**src/rtl/pe_window_seq.sv**
```systemverilog
// pe_window_seq: layer sequencer walking window/channel/kernel-row/column beats into FM/WT reads and PE states
module pe_window_seq #(
  parameter int FM_BUF_DEPTH = 18432,
  parameter int WT_BUF_DEPTH = 512,
  parameter int FM_AW = 15,
  parameter int WT_AW = 9
) (
  input  logic             clk,
  input  logic             rst,
  input  logic             start,
  input  logic             cfg_kernel_mode,
  input  logic [11:0]      cfg_n_window,
  input  logic [7:0]       cfg_n_ch,
  input  logic [FM_AW-1:0] cfg_fm_base,
  input  logic [WT_AW-1:0] cfg_wt_base,
  input  logic             pe_ready,
  output logic             fm_rd_en,
  output logic [FM_AW-1:0] fm_rd_addr,
  output logic             wt_rd_en,
  output logic [WT_AW-1:0] wt_rd_addr,
  output logic             pe_valid,
  output logic [2:0]       pe_state,
  output logic             win_first,
  output logic             win_last,
  output logic             busy,
  output logic             done
);
  typedef enum logic [1:0] {S_IDLE, S_RUN, S_DRAIN, S_DONE} state_t;
  typedef enum logic [2:0] {IDLE, ONE, TWO, THREE, FOUR, FIVE, SIX} pe_state_t;
  state_t st;
  logic k5;
  logic [11:0] n_win, w;
  logic [7:0] n_ch, c;
  logic [2:0] r, s;
  logic [WT_AW-1:0] wt_base;
  logic row_end, k_last, ch_last, win_end, last_beat;
  assign row_end = s == 3'd5;
  assign k_last = r == (k5 ? 3'd4 : 3'd2);
  assign ch_last = c == n_ch - 8'd1;
  assign win_end = row_end && k_last && ch_last;
  assign last_beat = win_end && w == n_win - 12'd1;
  assign fm_rd_en = st == S_RUN && pe_ready;
  assign wt_rd_en = fm_rd_en;
  assign busy = st != S_IDLE;
  assign done = st == S_DONE;
  always_ff @(posedge clk) begin
    if (rst) begin
      st <= S_IDLE;
      k5 <= 1'b0;
      n_win <= '0;
      n_ch <= '0;
      wt_base <= '0;
      w <= '0;
      c <= '0;
      r <= '0;
      s <= '0;
      fm_rd_addr <= '0;
      wt_rd_addr <= '0;
      pe_valid <= 1'b0;
      pe_state <= 3'(IDLE);
      win_first <= 1'b0;
      win_last <= 1'b0;
    end else begin
      pe_valid <= fm_rd_en;
      pe_state <= fm_rd_en ? s + 3'(ONE) : 3'(IDLE);
      win_first <= fm_rd_en && s == 3'd0 && r == 3'd0 && c == 8'd0;
      win_last <= fm_rd_en && win_end;
      case (st)
        S_IDLE: if (start) begin
          k5 <= cfg_kernel_mode;
          n_win <= cfg_n_window;
          n_ch <= cfg_n_ch;
          wt_base <= cfg_wt_base;
          w <= '0;
          c <= '0;
          r <= '0;
          s <= '0;
          fm_rd_addr <= cfg_fm_base;
          wt_rd_addr <= cfg_wt_base;
          st <= (cfg_n_window == 12'd0 || cfg_n_ch == 8'd0) ? S_DRAIN : S_RUN;
        end
        S_RUN: if (pe_ready) begin
          fm_rd_addr <= fm_rd_addr == FM_AW'(FM_BUF_DEPTH - 1) ? '0 : fm_rd_addr + 1'b1;
          s <= row_end ? 3'd0 : s + 3'd1;
          // c*K+r steps by one per kernel row, so the WT address is a running wrap-increment
          if (row_end) begin
            r <= k_last ? 3'd0 : r + 3'd1;
            wt_rd_addr <= win_end ? wt_base
                        : wt_rd_addr == WT_AW'(WT_BUF_DEPTH - 1) ? '0 : wt_rd_addr + 1'b1;
          end
          if (row_end && k_last) c <= ch_last ? 8'd0 : c + 8'd1;
          if (win_end) w <= w + 12'd1;
          if (last_beat) st <= S_DRAIN;
        end
        S_DRAIN: st <= S_DONE;
        default: st <= S_IDLE;
      endcase
    end
  end
endmodule
```
**config.mk**
```make
export PLATFORM = sky130hd
export DESIGN_NAME = pe_window_seq
export DESIGN_NICKNAME = d
export VERILOG_FILES = /design/src/rtl/pe_window_seq.sv
export SDC_FILE = /design/constraint.sdc
export NUM_CORES = 1
export LEC_CHECK = 0
export ABC_CLOCK_PERIOD_IN_PS = 4700
export CAP_MARGIN = 20
export CORE_MARGIN = 5
export CORE_UTILIZATION = 58
export DETAILED_ROUTE_END_ITERATION = 16
export PLACE_DENSITY = 0.86
export SYNTH_ARGS = -nofsm -noshare
export SYNTH_HDL_FRONTEND = slang
export SYNTH_SLANG_ARGS = --single-unit
```
**constraint.sdc**
```tcl
create_clock -name clk -period 4.7 [get_ports clk]
set_input_delay 0.94 -clock clk [delete_from_list [all_inputs] [get_ports clk]]
set_output_delay 0.94 -clock clk [all_outputs]
set_load 0.05 [all_outputs]
```
* Word level (Yosys, flattened, before mapping) *
Cells that the tools add are included.

word-level totals
  register bits after elaboration = 88
  bits in latches = 0
  RAM bits = 0
  memory bits (read-only) = 0
  input port bits = 49
  output and inout port bits = 34
  word-level logic and storage cells = 96
  memories = 0

operators by class
  add/subtract/negate cells = 8
  $mul = 0
  divide/modulo/power cells = 0
  magnitude comparators = 0
  equal/unequal tests = 15
  shift-type cells = 0
  multiplexer cells = 33
  bitwise gates (word level) = 1
  reductions and logical operators = 24

operators with widths
  kind                                                                   number
  15-bit 2-to-1 mux                                                      3
  9-bit 2-to-1 mux                                                       5
  12-bit 2-to-1 mux                                                      3
  8-bit 2-to-1 mux                                                       4
  15-bit one-hot mux with 2 select lines                                 1
  12-bit one-hot mux with 2 select lines                                 1
  3-bit 2-to-1 mux                                                       7
  9-bit one-hot mux with 2 select lines                                  1
  8-bit zero test                                                        2
  8-bit one-hot mux with 2 select lines                                  1
  15-bit by 1-bit adder with 15-bit output (second input constant)       1
  15-bit == test (second input constant)                                 1
  12-bit by 1-bit adder with 12-bit output (second input constant)       1
  12-bit == test                                                         1
  12-bit zero test                                                       1
  3-bit one-hot mux with 2 select lines                                  2
  4-bit AND reduction                                                    3
  12-bit by 1-bit subtractor with 12-bit output (second input constant)  1
  2-bit inequality test (second input constant)                          5
  9-bit by 1-bit adder with 9-bit output (second input constant)         1
  9-bit == test (second input constant)                                  1
  8-bit by 1-bit adder with 8-bit output (second input constant)         1
  8-bit == test                                                          1
  1-bit logical AND                                                      8
  other kinds (17)                                                       25

* Depth between registers and ports, before layout *
Gate-level depths: netlist of run 1.

  word-level depth = 8
  depth in mapped cells = 11
  gate-level depth less buffers = 10

* Worst setup path before layout of run 1 *
OpenSTA, ideal clock, no wires.

  kind = input to register
  start = input port pe_ready
  end = register c[4]
  library setup time = 0.070 ns
  data arrival time = 3.033 ns
  data required time = 4.630 ns
  slack = 1.597 ns
  stages on the path = 6
  path buffers = 0
  cell sequence = and2_0 o21ai_1 a21oi_1 nand2_1 or4_1 a21oi_1

between the ends
  word-level cells in the longest chain between the ends = 2

RTL lines
  what                                    RTL line  text
  from (decl)                             16        input logic pe_ready,
  2-bit inequality test (no source line)  -
  4-bit AND reduction (no source line)    -
  to (signal assigned)                    91        if (row_end && k_last) c <= ch_last ? 8'd0 : c + 8'd1;
  to (decl)                               33        logic [7:0] n_ch, c;

Every way passes these cells.
A chain may end at the register's enable or synchronous reset.

* Worst setup path in the final report of run 1 *
  start = register st[1]
  end = output port fm_rd_en

between the ends
  word-level cells in the longest chain between the ends = 2

RTL lines
  what                                      RTL line  text
  from (decl)                               30        state_t st;
  from (signal assigned)                    80        st <= (cfg_n_window == 12'd0 || cfg_n_ch == 8'd0) ? S_DRAIN : S_RUN;
  2-bit by 1-bit == test with 1-bit output  42        assign fm_rd_en = st == S_RUN && pe_ready;
  1-bit logical AND                         42
  to (decl)                                 17        output logic fm_rd_en,

Every way passes these cells.

==> results by group, run 1 <==
GRT
  – Antenna violations before repair: 0
  – Total Routing Usage GR: 25.0%
  – Total gr overflow: 0
  – Pin count of the biggest net entering global routing: 45
  – First-pass GRT wire length: 21400 um
  – Vias in the first global route: roughly 4700

Timing
  – RSZ-0062 raised after global routing: false
  – Final Skew: 13.4 ps
  – Fin crit share: roughly 75%
  – Fin. max-slew vios: 0
  – Worst Max-Slew Pin Slew: 907 ps
  – FMAX: 283 MHz
  – Max-Slew Margin vs Limit: 39.4%
  – Final number of setup-violating endpoints: 0
  – Fin. Hold Viols: 0
  – Min Tclk post-route: 3540 ps
  – TNS Setup: 0 ps

Clock tree
  – Clock buffer depth: 2
  – Clock Latency Late Sink: approximately 370 ps
  – CTS Hold Buffers Added: 0
  – CTS Sinks: 88
  – Clock-pin slew on the worst setup and hold paths: approximately 90 ps
  – Post_cts resized: 0
  – Cts bufs inserted: 9
  – Clk root buf: clkbuf_8
  – H-tree levels: 3
  – Post-CTS Setup Repair Bufs: 0
  – CTS tree: done

Synth
  – Post-synth top area share: 35.6%
  – Post-synth EDFFs: 0
  – Net Count, Synth: 707
  – Synth Cell Area: 4950 um^2
  – Share of the yosys chip area belonging to registers: 35.6%
  – Library cells used by synthesis: 61
  – Syn avg cell area: 7.73 um^2
  – Synth area leaders: dfxtp_1, nand2_1, a21oi_1, nor2_1, ha_1
  – Cells after synthesis: 640
  – Async S/R FF share, synth: 0%
  – Post-synth top flop: dfxtp_1
  – Area leader, netlist: dfxtp_1
  – Ys Warns: 0
  – Post-synthesis register bit count: 88

Setup path
  – Critical Path AT: 2600 ps
  – Crit-path max cell delay: 850 ps
  – Startpoint types: register
  – Slowest CP cell: clkdlybuf4s50_1
  – CP top delay family: buffers and inverters
  – Buffers and inverters on the worst path: 3
  – Worst Path Required: 3760 ps
  – CP Class: register to primary output
  – Critical Path End Type: primary output
  – Worst path cell trace: inv_1 -> ha_1 -> buf_4 -> and2_0 -> clkdlybuf4s50_1
  – Crit path max fanout: 44

Cells and area
  – Most common cell after layout, fill and taps aside: nand2_1
  – Most frequent cells in the layout: nand2_1, dfxtp_1, clkdlybuf4s50_1
  – Layout cell share with drive strength beyond 1: around 4.6%
  – Area Overhead vs Synth: 21.5%
  – Fin cells: ~800
  – Final instance area: 6010 um^2
  – ANT cells: 0
  – Layout Nets: between 700 and 800

Floorplan
  – Core ar.: about 8300 um^2
  – Initial Util: about three fifths
  – # IOs: 83
  – Die area: 10500 um^2
  – FP Rows: 33
  – Die Ht: 102 um
  – Die X: 102 um

Power
  – Leak pwr: 2.32 nW
  – Clk pwr share: between 15 and 20%
  – Sequential Power Share: 32.8%
  – Int Power: 0.00180 W
  – Comb power frac: 51.5%
  – Net Sw Power: 0.00161 W
  – PwrDens: 567 nW/um^2
  – Switching Share: 47.1%
  – VDD IR max: 0.342 mV

Run status
  – Status: finished clean

Routing
  – Vias: 4864
  – DR vias/cell: 5.97
  – Total Wirelength: 12800 um
  – WL/cell: 15.8 um
  – Initial DRT Pass Iterations: 5
  – Post-route ant nets: 0
  – Drt drc: 0
  – Initial drt markers: 304

Placement
  – Number of buffers added on ports: 82
  – Dpl hpwl: 9210 um
  – Placed Cells: 798
  – Placed inst area: about 5800 um^2
  – Placer Congestion: 0.868

Min path
  – Hold WC Path Type: register to register

Job
  – MaxCap Viol Count: 0
final timing paths:
path	from	endpoint	slack (ps)	cells past startpoint
hold reg to reg	wt_base[1]	wt_base[1]	460	2
hold / removal	wt_base[1]	wt_base[1]	460	2
setup / recovery	st[1]	fm_rd_en	1160	5
setup reg to reg	st[1]	c[7]	1240	12
state kept, by name, indices dropped and copies added (netlist names), 2 cells and up:
signal,count
st,2
s,3
pe_state,3
w,12
n_win,12
fm_rd_addr,15
n_ch,8
wt_base,9
r,3
c,8
wt_rd_addr,9
tightest hold or removal path: cells and delay by family (launching register included):
family,cells,cell delay [ps]
flops,1,320
simple gates,1,50
compound gates,1,50
area by class of cell:
class	count	area, um^2
Clock inverter	5	56.3
Clock buffer	11	141
Sequential cell	88	1760
Fill cell	641	2250
Multi-Input combinational cell	492	2950
Inverter	25	93.8
Timing Repair Buffer	89	876
Tap cell	105	131
cell usage after synthesis (2+ instances only):
cell       count
o21ai_0       25
inv_1         25
and2_1         2
nor2b_1        5
nand4_1       11
buf_1          5
a211oi_1      14
or3_1          3
a21o_1         2
nor4_1        10
nor2_1        75
nor3_1         8
a21oi_1       68
a2111oi_0      2
a221o_1        2
xnor2_1       23
nand3_1       24
ha_1          18
nand3b_1       2
mux2i_1        9
or2_2          2
and3_1        14
o31ai_1        2
and3b_1        3
nor3b_1        4
nand2b_1       6
a22oi_1        5
nand2_1       93
buf_4          2
clkbuf_1      27
or4_1          3
o2bb2ai_1      3
xor2_1        24
and4b_1        2
o32ai_1        4
dfxtp_1       88
stage by stage:
step / power, W / setup slack [ps] / hold WS (ps) / util, %
global route: 0.00362 / 976 / 485 / 72.8
CTS: 0.00338 / 1160 / 461 / 72.6
floorplan: 0.00236 / 1600 / 436 / -
detailed placement: 0.00285 / 1030 / 448 / 70.2
finish: 0.00341 / 1160 / 459 / 72.8
global placement: 0.00278 / 1160 / 442 / 70.2
power groups by stage:
stage          sequential, W  combinational, W  clock [W]
2_1_floorplan        0.00137          0.000985          0
3_3_place_gp         0.00112           0.00166          0
3_5_place_dp         0.00113           0.00172          0
4_1_cts              0.00111           0.00174   0.000534
5_1_grt              0.00114           0.00191   0.000566
6_report             0.00112           0.00176   0.000533
metal layers:
layer	up-vias	track usage [%]	part of all wire, %	routed length (um)
met1	2318	32.0	43	5570
li1	2360	-	-	-
met4	0	9.08	1.8	236
met3	19	4.23	6.1	779
met2	167	42.4	49	6250
met5	-	0	0	0
cells by family (layout without fill, tap and decap cells):
kind of cell | after synthesis | after routing | share of synthesized area (%)
AND/OR/NAND/NOR | 274 | 274 | 26.4
adder cells (fa/ha/maj) | 18 | 18 | 4.55
AO/OA/AOI/OAI | 144 | 144 | 18.6
flip-flops | 88 | 88 | 35.6
XOR/XNOR | 47 | 47 | 8.32
buffers and inverters | 60 | 130 | 4.73
multiplexers | 9 | 9 | 1.82
No activity file was read; power rests on OpenSTA's default activity.
==> run 2, diff against run 1 <==
Settings changed: ABC_CLOCK_PERIOD_IN_PS 4700 to 3400, CORE_UTILIZATION 58 to 54, PLACE_DENSITY 0.86 to 0.81.
Clock period 4.7 ns to 3.4 ns, I/O delays scaled along.
==> run 2 against run 1 <==
  * First-iteration DRC count down 25%
  * Global-route usage down 2.0 points
  * Clock-buffer cell count down 2
  * Wire length down 1.2%
  * Sequential power up 38%
  * Cell count up 1.2%
  * Clock skew down 2.0 ps
  * Largest power group unchanged
==> results by group, run 2 (synthesis gave the netlist of run 1 again) <==
Setup path
  – Critical Path Stages: 10
  – Critical Path End Type: register
  – CP dominant cell by count: a21oi_1
  – Worst path cell trace: inv_1 -> ha_1 -> nor3b_1 -> xnor2_1 -> a2111oi_4 -> nand4_1 -> and4b_1 -> a21oi_1 -> or4_1 -> a21oi_1
  – Crit-path max cell delay: 480 ps
  – CP Class: register to register
  – CP top delay family: simple AND/OR/NAND/NOR gates
  – Slowest CP cell: or4_1
  – Buffers and inverters on the worst path: 1
  – Crit path max fanout: 5
  – Worst Path Required: 3680 ps
  – Worst reg-to-reg path cell count: 10
  – Critical Path AT: 3270 ps
  – Startpoint types: register

Clock tree
  – Clock Latency Late Sink: 350 ps
  – H-tree levels: 3
  – Clock-pin slew on the worst setup and hold paths: 90 ps
  – CTS Hold Buffers Added: 0
  – Cts bufs inserted: 9
  – Post_cts resized: 0
  – Post-CTS Setup Repair Bufs: 0
  – Clk root buf: clkbuf_8
  – Clock buffer depth: 2
  – CTS Sinks: 88
  – CTS tree: done

Floorplan
  – FP Rows: 35
  – Die X: 106 um
  – Die area: 11200 um^2
  – Die Ht: 106 um
  – Core ar.: 9060 um^2
  – # IOs: 83
  – Initial Util: 54.6%

Routing
  – Initial drt markers: ~230
  – Total Wirelength: 12700 um
  – Drt drc: 0
  – Vias: 4774
  – Initial DRT Pass Iterations: 5
  – WL/cell: 15.4 um
  – Post-route ant nets: 0
  – DR vias/cell: roughly 5.8

Power
  – Switching Share: 46.2%
  – Leak pwr: 2.35 nW
  – Sequential Power Share: 32.1%
  – Net Sw Power: 0.00222 W
  – VDD IR max: 0.528 mV
  – Comb power frac: about half
  – PwrDens: about 790 nW/um^2
  – Clk pwr share: between 10% and 20%
  – Int Power: between 0.002 and 0.003 W

Placement
  – Number of buffers added on ports: between 80 and 90
  – Dpl hpwl: 9130 um
  – Placer Congestion: between 0.8 and 0.9

Cells and area
  – Layout cell share with drive strength beyond 1: ~5.6%
  – Regs by FF count: fm_rd_addr x15, n_win x12, w x12
  – Max reg flops: 15
  – Area Overhead vs Synth: 23.1%
  – ANT cells: 0
  – Layout Nets: roughly 780
  – Biggest register: fm_rd_addr
  – Most frequent cells in the layout: nand2_1, dfxtp_1, clkdlybuf4s50_1
  – Final core utilization: 67.1%
  – Most common cell after layout, fill and taps aside: nand2_1

Timing
  – Fin Hold WS: roughly 460 ps
  – FMAX: 335 MHz
  – Final number of setup-violating endpoints: 0
  – Worst Max-Slew Pin Slew: 669 ps
  – Min Tclk post-route: around 3000 ps
  – TNS Setup: 0 ps
  – Fin crit share: 87.9%
  – RSZ-0062 raised after global routing: false
  – Fin. max-slew vios: 0
  – Fin. Hold Viols: 0
  – Max-Slew Margin vs Limit: 55.4%
  – Final Skew: 11.4 ps

GRT
  – Total gr overflow: 0
  – Total Routing Usage GR: 23.0%
  – Vias in the first global route: 4672
  – Antenna violations before repair: 0
  – First-pass GRT wire length: 21400 um
  – Pin count of the biggest net entering global routing: 37

Min path
  – Hold WC Path Type: register to register
  – Worst hold path cell count: 2

Run status
  – Status: finished clean

Job
  – MaxCap Viol Count: 0
-- run 2: changes by cell type in the layout (fill, tap and decap cells not counted), sizes merged --
| cell | delta |
|---|---|
| clkbuf | -2 |
| clkinvlp | +1 |
| clkdlybuf4s50 | -2 |
| bufinv | +1 |
| inv | +1 |
| buf | +7 |
| clkinv | -2 |
-- run 2: path summary, 6_finish.rpt --
kind	from	to	slack (ps)
worst min-delay path	wt_base[4]	wt_base[4]	460
worst min register to register	wt_base[4]	wt_base[4]	460
worst max-delay path	n_ch[0]	st[1]	410
worst max register to register	n_ch[0]	st[1]	410
-- run 2: area by class of cell --
class,instances,area [um^2]
clock inverter,6,92.6
timing repair buffer,94,926
inverter,25,93.8
multi-input combinational,492,2950
fill,749,2980
sequential,88,1760
clock buffer,9,124
tap,111,139
-- run 2: power groups by stage --
stage	Combinational, W	Clock, W	Sequential [W]
global placement	0.00237	0	0.00154
detailed placement	0.00245	0	0.00156
floorplan	0.00136	0	0.00190
global route	0.00271	0.000858	0.00158
CTS	0.00247	0.000810	0.00154
finish	0.00248	0.000789	0.00154
-- run 2: per-stage QoR --
stage          power (W)  cell area (um^2)  cells  worst slack, ps
6_report         0.00481              6090    825              411
5_1_grt          0.00515              6090    825              262
4_1_cts          0.00482              6090    825              451
3_5_place_dp     0.00400              5870    810              499
3_3_place_gp     0.00392              5870    810              675
2_1_floorplan    0.00326              4950    640              306
-- run 2: routing by layer --
metal  up-vias  share of wire [%]  global-route usage (%)
met5         -                  0                       0
met4         0                2.1                    8.88
met3        21                5.5                    5.33
met2       141                 47                    37.3
met1      2250                 45                    29.6
li1       2362                  -                       -
-- run 2: worst min-delay path: stages, from the launching register on --
cell,delay (ps)
dfxtp_1,320
nand2_1,50
a21oi_1,50
